[src/rtl/updown_mod_counter.sv]
// Parametrised up/down modulo counter with prescaler, load/clear, terminal-count pulse,
// sticky overflow flag and combinational compare match.
module updown_mod_counter #(
  parameter int unsigned      WIDTH    = 8,
  parameter logic [WIDTH-1:0] MAX      = {WIDTH{1'b1}},
  parameter bit               SATURATE = 1'b0,
  parameter int unsigned      PRESCALE = 1
) (
  input  logic             clk_i,
  input  logic             rst_i,
  input  logic             en_i,
  input  logic             up_i,
  input  logic             clear_i,
  input  logic             load_i,
  input  logic [WIDTH-1:0] load_val_i,
  input  logic [WIDTH-1:0] cmp_val_i,
  input  logic             ovf_clr_i,
  output logic [WIDTH-1:0] count_o,
  output logic             tc_o,
  output logic             ovf_o,
  output logic             match_o
);

  localparam int unsigned PscW = (PRESCALE > 1) ? $clog2(PRESCALE) : 1;
  localparam logic [PscW-1:0] PscLast = PscW'(PRESCALE - 1);

  logic [WIDTH-1:0] count_q, count_d;
  logic [PscW-1:0]  psc_q, psc_d;
  logic             tc_q, tc_d;
  logic             ovf_q, ovf_d;
  logic             tick;

  assign tick = en_i && (psc_q == PscLast);

  always_comb begin
    count_d = count_q;
    psc_d   = psc_q;
    tc_d    = 1'b0;
    ovf_d   = ovf_q;

    if (en_i) begin
      psc_d = tick ? '0 : psc_q + 1'b1;
    end

    if (clear_i) begin
      count_d = '0;
      psc_d   = '0;
    end else if (load_i) begin
      count_d = (load_val_i > MAX) ? MAX : load_val_i;
      psc_d   = '0;
    end else if (tick) begin
      if (up_i) begin
        if (count_q == MAX) begin
          tc_d    = 1'b1;
          count_d = SATURATE ? MAX : '0;
        end else begin
          count_d = count_q + 1'b1;
        end
      end else begin
        if (count_q == '0) begin
          tc_d    = 1'b1;
          count_d = SATURATE ? '0 : MAX;
        end else begin
          count_d = count_q - 1'b1;
        end
      end
    end

    // A boundary hit in the same cycle as ovf_clr keeps the flag set.
    if (ovf_clr_i) begin
      ovf_d = 1'b0;
    end
    if (tc_d) begin
      ovf_d = 1'b1;
    end
  end

  always_ff @(posedge clk_i or posedge rst_i) begin
    if (rst_i) begin
      count_q <= '0;
      psc_q   <= '0;
      tc_q    <= 1'b0;
      ovf_q   <= 1'b0;
    end else begin
      count_q <= count_d;
      psc_q   <= psc_d;
      tc_q    <= tc_d;
      ovf_q   <= ovf_d;
    end
  end

  assign count_o = count_q;
  assign tc_o    = tc_q;
  assign ovf_o   = ovf_q;
  assign match_o = (count_q == cmp_val_i);

endmodule

[config.mk]
export PLATFORM = sky130hd
export DESIGN_NAME = updown_mod_counter
export DESIGN_NICKNAME = d
export VERILOG_FILES = /design/src/rtl/updown_mod_counter.sv
export SDC_FILE = /design/constraint.sdc
export NUM_CORES = 1
export LEC_CHECK = 0
export ABC_AREA = 1
export ABC_CLOCK_PERIOD_IN_PS = 1800
export CAP_MARGIN = 15
export CORE_MARGIN = 1
export CORE_UTILIZATION = 44
export CTS_CLUSTER_SIZE = 40
export DETAILED_ROUTE_END_ITERATION = 16
export DONT_BUFFER_PORTS = 1
export PLACE_DENSITY = 0.63
export REMOVE_ABC_BUFFERS = 1
export SKIP_CTS_REPAIR_TIMING = 1
export SLEW_MARGIN = 0
export SYNTH_ARGS = -nofsm -noshare
export SYNTH_HDL_FRONTEND = slang
export SYNTH_SLANG_ARGS = --single-unit
export TNS_END_PERCENT = 100
[constraint.sdc]
create_clock -name clk_i -period 1.8 [get_ports clk_i]
set_clock_uncertainty 0.05 [all_clocks]
set_input_delay 0.45 -clock clk_i [delete_from_list [all_inputs] [get_ports clk_i]]
set_output_delay 0.45 -clock clk_i [all_outputs]
set_load 0.03 [all_outputs]
==> metrics.md, run 1 <==
| Metric | Value |
|---|---|
| Status | complete, no violations |
| Final min period | 1760 ps |
| First-pass DRT Iterations | 4 |
| Fin crit share | between 90% and 100% |
| FMAX | around 570 MHz |
| Share of layout cells above drive strength 1 | between 20% and 30% |
| Area of the multi-input gates | slightly above 800 um^2 |
| HPWL Detailed | 2.33 mm |
| Final number of max-transition violations | 0 |
| Mapped cell area | roughly 1200 um^2 |
| CP max stage cell | dfrtp_2 |
| Most frequent cells in the layout | nand2_1, nand3_1, inv_1 |
| TritonCTS buffer count | 3 |
| Critical Path Start Type | flop |
| Antenna Nets Post-Route | 0 |
| DIE HEIGHT | 54.9 um |
| Clock Latency Late Sink | between 200 and 300 ps |
| Sum of negative setup slack | 0 ps |
| # fillers | 262 |
| Vias in the first global route | between 1000 and 1500 |
| Initial antenna violation count | 0 |
| Slew @ Worst Pin | between 400 and 500 ps |
| GPL Wtd Cong | about 0.88 |
| Final hold viol count | 0 |
| Setup CP Type | flop to output port |
| Crit end category | output port |
| CTS Buffer Depth | 2 |
| Crit path max-delay family | flip-flops |
| Mean Syn Cell Area | 7.00 um^2 |
| Commonest non-fill, non-tap cell in the layout | nand2_1 |
| Clock root buffer | clkbuf_4 |
| Register area | 279 um^2 |
| Crit path max fanout | 3 |
| Sequential fraction of the synthesis area | 22.4% |
| Initial core utilization | 48.0% |
| Power Dens Cells | 639 nW/um^2 |
| WP buf/inv | 1 |
| Crit path DAT | 1260 ps |
| Synth warn | 0 |
| Cell-by-cell trace of the critical path | xnor2_2, nand4_1, nor2_1, buf_4 |
| CTS clk-pin slew, worst paths | 80 ps |
| Total gr overflow | 0 |
| FF+latch count, synth | 11 |
| Slew headroom | 71.0% |
| First-pass GRT wire length | ~4.6 mm |
| Critical path data required time | 1300 ps |
| Core ar. | 2570 um^2 |
| Design Area, Final | 1320 um^2 |
| Routed vias | 1161 |
| Synth-to-Final Area Change | 7.22% |
| Port bufs | 0 |
| Leak pwr | around 0.65 nW |
| H-Tree Depth | 1 |
| Min-Delay Path Class | input pin to async pin |
| All-Layer GR Usage | 21.8% |
| CP peak stage delay | approximately 500 ps |
| Hold WS | 9.58 ps |
| Max-cap violation count | 0 |
| Setup violations, final | 0 |
| Number of antenna diodes | 0 |
| Post-layout util | 51.4% |
| WL final | roughly 2.9 mm |
| DP Area | between 1000 and 1500 um^2 |
| Max IR drop VDD | 0.000328 V |
| Final nets | 211 |
| Yosys cell types | 29 |
| WL/cell | 13.7 um |
| DR vias/cell | 5.43 |
| Die width | 54.9 um |
| Post-Synthesis Cells | 176 |
| Drt drc | 0 |
| CTS tree | built |
| Initial drt markers | 20 |
| TritonCTS Sinks | 11 |
| Unrepaired setup endpoints after global routing | yes |
| Die area | between 3000 and 4000 um^2 |
| # IOs | 34 |
| Cell row count | 18 |
| Largest net degree at the start of global routing | 12 |
## cell usage after synthesis, drive strengths merged
| library cell | number | share of area, % |
|---|---|---|
| nand2 | 65 | 22 |
| nand3 | 23 | 13 |
| inv | 18 | 5.5 |
| nor2 | 18 | 11 |
| dfrtp | 11 | 22 |
| o21ai | 10 | 4.4 |
| xnor2 | 9 | 6.4 |
| buf | 7 | 5.6 |
| nand4 | 4 | 2.0 |
| ha | 3 | 3.0 |
| a21oi | 1 | 0.41 |
| clkinv | 1 | 0.30 |
| nor4 | 1 | 0.51 |
| o2111ai | 1 | 0.71 |
| o211ai | 1 | 0.61 |
| o22ai | 1 | 1.0 |
| or2 | 1 | 0.51 |
| xor2 | 1 | 0.71 |
## registers in the layout, indices dropped and copies added, names as in the netlist
register	cells
tc_o	1
ovf_o	1
psc_q	1
count_o	8
## worst paths after layout
kind                                  from    endpoint  slack (ps)  cells past startpoint
worst max register to register  count_o[0]  count_o[5]         170                     10
max in group asynchronous            rst_i  count_o[2]        1370                      1
worst min register to register       psc_q       psc_q         490                      2
worst max-delay path            count_o[3]     match_o          40                      4
min in group clk_i                 clear_i       psc_q         190                      1
worst min-delay path                 rst_i       psc_q          10                      1
## where the power goes
part | switching, W | internal [W]
logic | 0.000235 | 0.000141
registers | 0.0000283 | 0.000266
clock network | 0.0000882 | 0.0000857
total | 0.000352 | 0.000492
## logic make-up after synthesis
| group | Yosys count | share of synthesized area [%] |
|---|---|---|
| DFF | 11 | 22.4 |
| and+or+nand+nor | 112 | 49.0 |
| AOI/OAI and AO/OA | 14 | 7.11 |
| adders and majority gates | 3 | 3.05 |
| xor gates and xnor gates | 10 | 7.11 |
| buffers and inverters | 26 | 11.4 |
## layout make-up
type / count / area share [%]
Multi-Input combinational cell: 139 / 62.4
Timing Repair Buffer: 11 / 6.26
Sequential cell: 11 / 21.1
Inverter: 19 / 5.40
Clock buffer: 4 / 1.99
Tap cell: 30 / 2.84
## per-layer routing
layer | vias to the layer above | routed length [um] | track usage [%]
met5 | - | 0 | 0
met4 | 0 | 27 | 6.25
met3 | 4 | 161 | 3.55
met2 | 30 | 1400 | 36.9
met1 | 550 | 1340 | 28.3
li1 | 577 | - | -
## worst reg2reg max path, stage by stage (launching register included)
cell	delay, ps
dfrtp_1	430
inv_2	180
ha_1	230
nand3_2	120
nor2_4	190
nor2_8	70
nand3_2	70
nand2_1	60
nand2_1	50
nand2_1	60
nand2_1	60
## per-stage QoR
stage               setup WS, ps  total power [W]  std cells
floorplan                   -158         0.000578        169
global placement             171         0.000658        209
detailed placement           114         0.000665        209
CTS                        -71.3         0.000838        213
global route               -41.9         0.000894        214
finish                      37.0         0.000844        214
(Power assumes the default switching activity.)
==> run 2, diff against run 1 <==
==> constraint.sdc (replaced) <==
create_clock -name clk_i -period 1.8 [get_ports clk_i]
set_clock_uncertainty 0.05 [all_clocks]
set_input_delay 0.27 -clock clk_i [delete_from_list [all_inputs] [get_ports clk_i]]
set_output_delay 0.27 -clock clk_i [all_outputs]
set_load 0.03 [all_outputs]
==> run 2 against run 1 <==
Effect of this change: clock power about the same; clock-buffer cell count unchanged; wire length shrank 0.38%; largest cell class unchanged; global-route usage up 0.79 points; largest power group unchanged; combinational power is 5.9% higher.
==> metrics.md, run 2 (synthesized netlist as in run 1, its figures left out) <==
| Metric | Value |
|---|---|
| Status | complete, no violations |
| All-Layer GR Usage | 22.6% (+0.79 points) |
| Met3 routed WL | 142 um (-12%) |
| Pre-CTS WS | 234 ps (+120 ps) |
| Internal | 0.000522 W (+6.0%) |
| Switch share | 40.3% (-1.4 points) |
| # IOs | 34 (unchanged) |
| Cell row count | 18 (unchanged) |
| Cell-by-cell trace of the critical path | xnor2_1, nand4_1, nor2_1, buf_4 |
| H-Tree Depth | 1 (unchanged) |
| Initial drt markers | 22 (+10%) |
| CTS clk-pin slew, worst paths | 70 ps (about the same) |
| Synth-to-Final Area Change | 16.3% |
| Final nets | 222 (+5.2%) |
| Worst setup margin | 128 ps (+91.3 ps) |
| Met1 WL | 1.28 mm (-4.2%) |
| Number of antenna diodes | 0 (unchanged) |
| First-pass DRT Iterations | 4 (unchanged) |
| Comb pwr share | 45.6% (+1.1 points) |
| Critical path data required time | 1480 ps (+180 ps) |
| Non-Filler Instances | 225 (+5.1%) |
| CP peak stage delay | 490 ps (about the same) |
| Most frequent cells in the layout | nand2_1, buf_4, nand3_1, inv_1, nand3_2 |
| Clock root buffer | clkbuf_4 |
| Antenna Nets Post-Route | 0 (unchanged) |
| WL final | 2.92 mm (-0.38%) |
| Largest net degree at the start of global routing | 12 (unchanged) |
| First-pass GRT wire length | 4.78 mm (+4.0%) |
| Max IR drop VDD | 0.000412 V (+26%) |
| Commonest non-fill, non-tap cell in the layout | nand2_1 |
| FMAX | 598 MHz (+5.5%) |
| Switch Pwr | 0.000352 W (+0.19%) |
| Fin crit share | 92.9% (-5.1 points) |
| Setup violations, final | 0 (unchanged) |
| Slew @ Worst Pin | 460 ps (+25.7 ps) |
| Crit path max fanout | 9 (+6) |
| TritonCTS Sinks | 11 (unchanged) |
| Top sig layer | met4 |
| DR vias/cell | 5.17 (-4.6%) |
| Crit path DAT | 1350 ps (+90 ps) |
| CP max stage cell | dfrtp_2 |
| Crit end category | output port |
| Final hold viol count | 0 (unchanged) |
| Critical Path Start Type | flop |
| Max-cap violation count | 0 (unchanged) |
| Power Dens Cells | 611 nW/um^2 (-4.5%) |
| Initial antenna violation count | 0 (unchanged) |
| Port bufs | 0 (unchanged) |
| Slew headroom | 69.3% (-1.7 points) |
| CTS tree | built |
| HPWL Detailed | 2.23 mm (-4.4%) |
| # fillers | 262 (unchanged) |
| Clock Latency Late Sink | 270 ps (about the same) |
| Drt drc | 0 (unchanged) |
| Clock network power share | 19.8% (-0.8 points) |
| CTS Buffer Depth | 2 (unchanged) |
| Core ar. | 2570 um^2 (unchanged) |
| Total gr overflow | 0 (unchanged) |
| GPL Wtd Cong | 0.911 (+3.7%) |
| Dpl cells | 211 (+0.96%) |
| Final number of max-transition violations | 0 (unchanged) |
| Sequential share of power | 34.7% (-0.2 points) |
| WL/cell | 13.0 um (-5.2%) |
| Min-Delay Path Class | input pin to flop |
| Initial core utilization | 48.0% (unchanged) |
| Routed vias | 1164 (+0.26%) |
| Vias in the first global route | 1110 (+4.9%) |
| DIE HEIGHT | 54.9 um (unchanged) |
| Die area | 3010 um^2 (unchanged) |
| Die width | 54.9 um (unchanged) |
| Share of layout cells above drive strength 1 | 31.8% (+5.2 points) |
| Max FFs per register | 8 (unchanged) |
| Setup CP Type | flop to output port |
| Final min period | 1670 ps (-91.3 ps) |
| TritonCTS buffer count | 3 (unchanged) |
| WL met2 | 1.40 mm (+0.14%) |
| Leak pwr | 0.706 nW (+9.2%) |
## run 2: changes by cell type in the layout (fill, tap and decap cells not counted)
cell,delta
buf_4,+6
buf_6,+2
dfrtp_1,-3
dfrtp_2,+3
dlygate4sd3_1,+3
ha_1,-1
ha_2,+1
xnor2_1,-1
xnor2_2,+1
## run 2: per-stage QoR
step           TNS (ps)  utilization (%)  cell area (um^2)  total power, W  hold slack, ps
3_3_place_gp          0             50.2              1290        0.000663             137
3_5_place_dp          0             50.2              1290        0.000667             148
5_1_grt           -1.89             55.8              1430        0.000942            19.8
6_report              0             55.8              1430        0.000874            27.4
4_1_cts           -69.4             51.3              1320        0.000842            -157
2_1_floorplan         0                -              1160        0.000578            72.4
## run 2: worst paths after layout
check	from	slack, ps	depth (start not counted)	end
setup / recovery	count_o[6]	130	4	match_o
hold / removal	ovf_clr_i	30	1	ovf_o
setup reg to reg	count_o[0]	130	11	count_o[5]
hold reg to reg	count_o[4]	530	2	count_o[4]
max in group asynchronous	rst_i	970	2	count_o[2]
min in group asynchronous	rst_i	390	2	ovf_o
## run 2: cell type report
class                           instances  area (um^2)  area share (%)
Tap cell                               30         37.5            2.62
Timing Repair Buffer                   22          180            12.6
Inverter                               19         71.3            4.98
Sequential cell                        11          283            19.8
Multi-Input combinational cell        139          833            58.2
Clock buffer                            4         26.3            1.84
## run 2: power by group through the flow
| stage | Combinational (W) | Clock, W | Sequential (W) |
|---|---|---|---|
| floorplan | 0.000226 | 0 | 0.000352 |
| global placement | 0.000349 | 0 | 0.000314 |
| detailed placement | 0.000351 | 0 | 0.000316 |
| CTS | 0.000352 | 0.000179 | 0.000311 |
| global route | 0.000445 | 0.000190 | 0.000306 |
| finish | 0.000398 | 0.000173 | 0.000303 |
## run 2: critical path: cells and delay by family (launching register included)
family | cells | cell delay, ps
xor gates and xnor gates | 1 | 190
buffers and inverters | 1 | 160
DFF | 1 | 490
and+or+nand+nor | 2 | 240
## run 2: layer usage
| layer | track usage, % | up-vias |
|---|---|---|
| li1 | - | 598 |
| met2 | 36.7 | 41 |
| met1 | 29.0 | 516 |
| met3 | 3.55 | 9 |
| met5 | 0 | - |
| met4 | 10.8 | 0 |
==> run 3, diff against run 2 <==
- CORE_UTILIZATION: 44 -> 28
- PLACE_DENSITY: 0.63 -> 0.45
==> run 3 against run 2 <==
Effect of this change: critical path depth did not move; sequential power increased by 6.6%; power grew 5.4%; core utilization shrank 22 points; via count is 1.2% lower; wire length increased by 6.3%; largest power group unchanged.
==> metrics.md, run 3 (synthesized netlist as in run 1, its figures left out) <==
| Metric | Value |
|---|---|
| Unrepaired setup endpoints after global routing | no |
| # IOs | 34 (unchanged) |
| Worst Reg2Reg Path Length in Cells | 9 (-2) |
| FMAX | 603 MHz (+0.75%) |
| TritonCTS buffer count | 3 (unchanged) |
| Final min period | 1660 ps (-12.4 ps) |
| Critical path data required time | 1480 ps (about the same) |
| Clock Latency Late Sink | 240 ps (-30 ps) |
| First-pass DRT Iterations | 4 (unchanged) |
| Cell row count | 23 (+5) |
| Min-Delay Path Class | input pin to flop |
| Initial drt markers | 41 (+86%) |
| Clock root buffer | clkbuf_8 |
| Total gr overflow | 0 (unchanged) |
| H-Tree Depth | 1 (unchanged) |
| HPWL Detailed | 2.48 mm (+11%) |
| Routed vias | 1150 (-1.2%) |
| Critical path destination | match_o |
| Slew headroom | 69.6% (+0.31 points) |
| CTS Buffer Depth | 2 (unchanged) |
| WL met2 | 1.37 mm (-2.4%) |
| Crit end category | output port |
| Fin crit share | 92.2% (-0.69 points) |
| GPL Wtd Cong | 0.889 (-2.5%) |
| Met1 WL | 1.47 mm (+15%) |
| Final hold viol count | 0 (unchanged) |
| DIE HEIGHT | 68.3 um (+24%) |
| Design Area, Final | 1380 um^2 (-3.9%) |
| Max-cap violation count | 0 (unchanged) |
| Most frequent cells in the layout | nand2_1, nand3_1, inv_1 |
| Number of antenna diodes | 0 (unchanged) |
| Critical Path Start Type | flop |
| Vias in the first global route | 1170 (+5.4%) |
| FF-to-FF End | count_o[4] |
| WL/cell | 13.1 um (+1.4%) |
| Tot Pwr | 0.000921 W (+5.4%) |
| Port bufs | 0 (unchanged) |
| Synth-to-Final Area Change | 11.7% |
| First-pass GRT wire length | 5.39 mm (+13%) |
| Crit path max fanout | 10 (+1) |
| Die width | 68.3 um (+24%) |
| DP Area | 1310 um^2 (+1.4%) |
| Status | complete, no violations |
| DR vias/cell | 4.87 (-5.8%) |
| Leak pwr | 0.658 nW (-6.8%) |
| Setup violations, final | 0 (unchanged) |
| Drt drc | 0 (unchanged) |
| Die area | 4670 um^2 (+55%) |
| Slew @ Worst Pin | 456 ps (-4.66 ps) |
| WL final | 3.10 mm (+6.3%) |
| Met3 routed WL | 209 um (+47%) |
| Max IR drop VDD | 0.000243 V (-41%) |
| CTS tree | built |
| Reg-to-reg setup timing slack | 210 ps (+80 ps) |
| Worst R2R Start | count_o[0] |
| CP Launch Point | count_o[3] |
| Worst setup margin | 141 ps (+12.4 ps) |
| All-Layer GR Usage | 15.8% (-6.8 points) |
| Pre-CTS WS | 160 ps (-73.8 ps) |
| Initial core utilization | 29.9% (-18 points) |
| Final nets | 213 (-4.1%) |
| Top sig layer | met4 |
| Power Dens Cells | 670 nW/um^2 (+9.7%) |
| Largest net degree at the start of global routing | 13 (+1) |
| Final number of max-transition violations | 0 (unchanged) |
| TritonCTS Sinks | 11 (unchanged) |
| Core ar. | 4120 um^2 (+60%) |
| Max FFs per register | 8 (unchanged) |
| Crit path DAT | 1340 ps (about the same) |
| Antenna Nets Post-Route | 0 (unchanged) |
| Initial antenna violation count | 0 (unchanged) |
| CTS clk-pin slew, worst paths | 50 ps (-20 ps) |
| Commonest non-fill, non-tap cell in the layout | nand2_1 |
| Share of layout cells above drive strength 1 | 26.9% (-4.9 points) |
| Setup CP Type | flop to output port |
run 3: cell type report:
| cell class | count | area [um^2] |
|---|---|---|
| multi-input cells | 139 | 816 |
| inverters | 19 | 71.3 |
| repair buffers | 13 | 100 |
| well taps | 50 | 62.6 |
| fillers | 473 | 2740 |
| clock buffers | 4 | 45.0 |
| flip-flops and latches | 11 | 280 |
run 3: how the worst min path moves through the flow:
stage               startpoint          to  slack, ps  depth (start not counted)
floorplan                rst_i  count_o[0]         70                          1
global placement         rst_i  count_o[2]        150                          1
detailed placement       rst_i       psc_q        160                          1
CTS                      rst_i       psc_q       -110                          1
global route              en_i       psc_q         40                          1
finish                 clear_i       psc_q         40                          1
run 3: worst max-delay path, cell delays in order, from the launching register on:
cell,delay [ps]
dfrtp_2,510
xnor2_1,200
nand4_1,130
nor2_1,100
buf_4,160
run 3: power by group:
group	total [W]	switching, W	internal (W)
clock	0.000251	0.0000950	0.000156
combinational	0.000347	0.000205	0.000142
sequential	0.000323	0.0000559	0.000267
run 3: routing by layer:
metal / GRT usage [%] / up-vias
met5: 0 / -
met2: 25.2 / 39
li1: - / 579
met1: 20.0 / 527
met4: 7.29 / 0
met3: 3.33 / 5
run 3: metrics by stage:
stage                     TNS (ps)  util [%]  cells  hold slack [ps]
after CTS                    -25.7      32.9    234             -108
after global placement           0      31.8    230              146
after floorplan                  0         -    169             72.4
final                            0      33.4    236             43.2
after global routing             0      33.4    236             37.8
after detailed placement         0      31.8    230              155
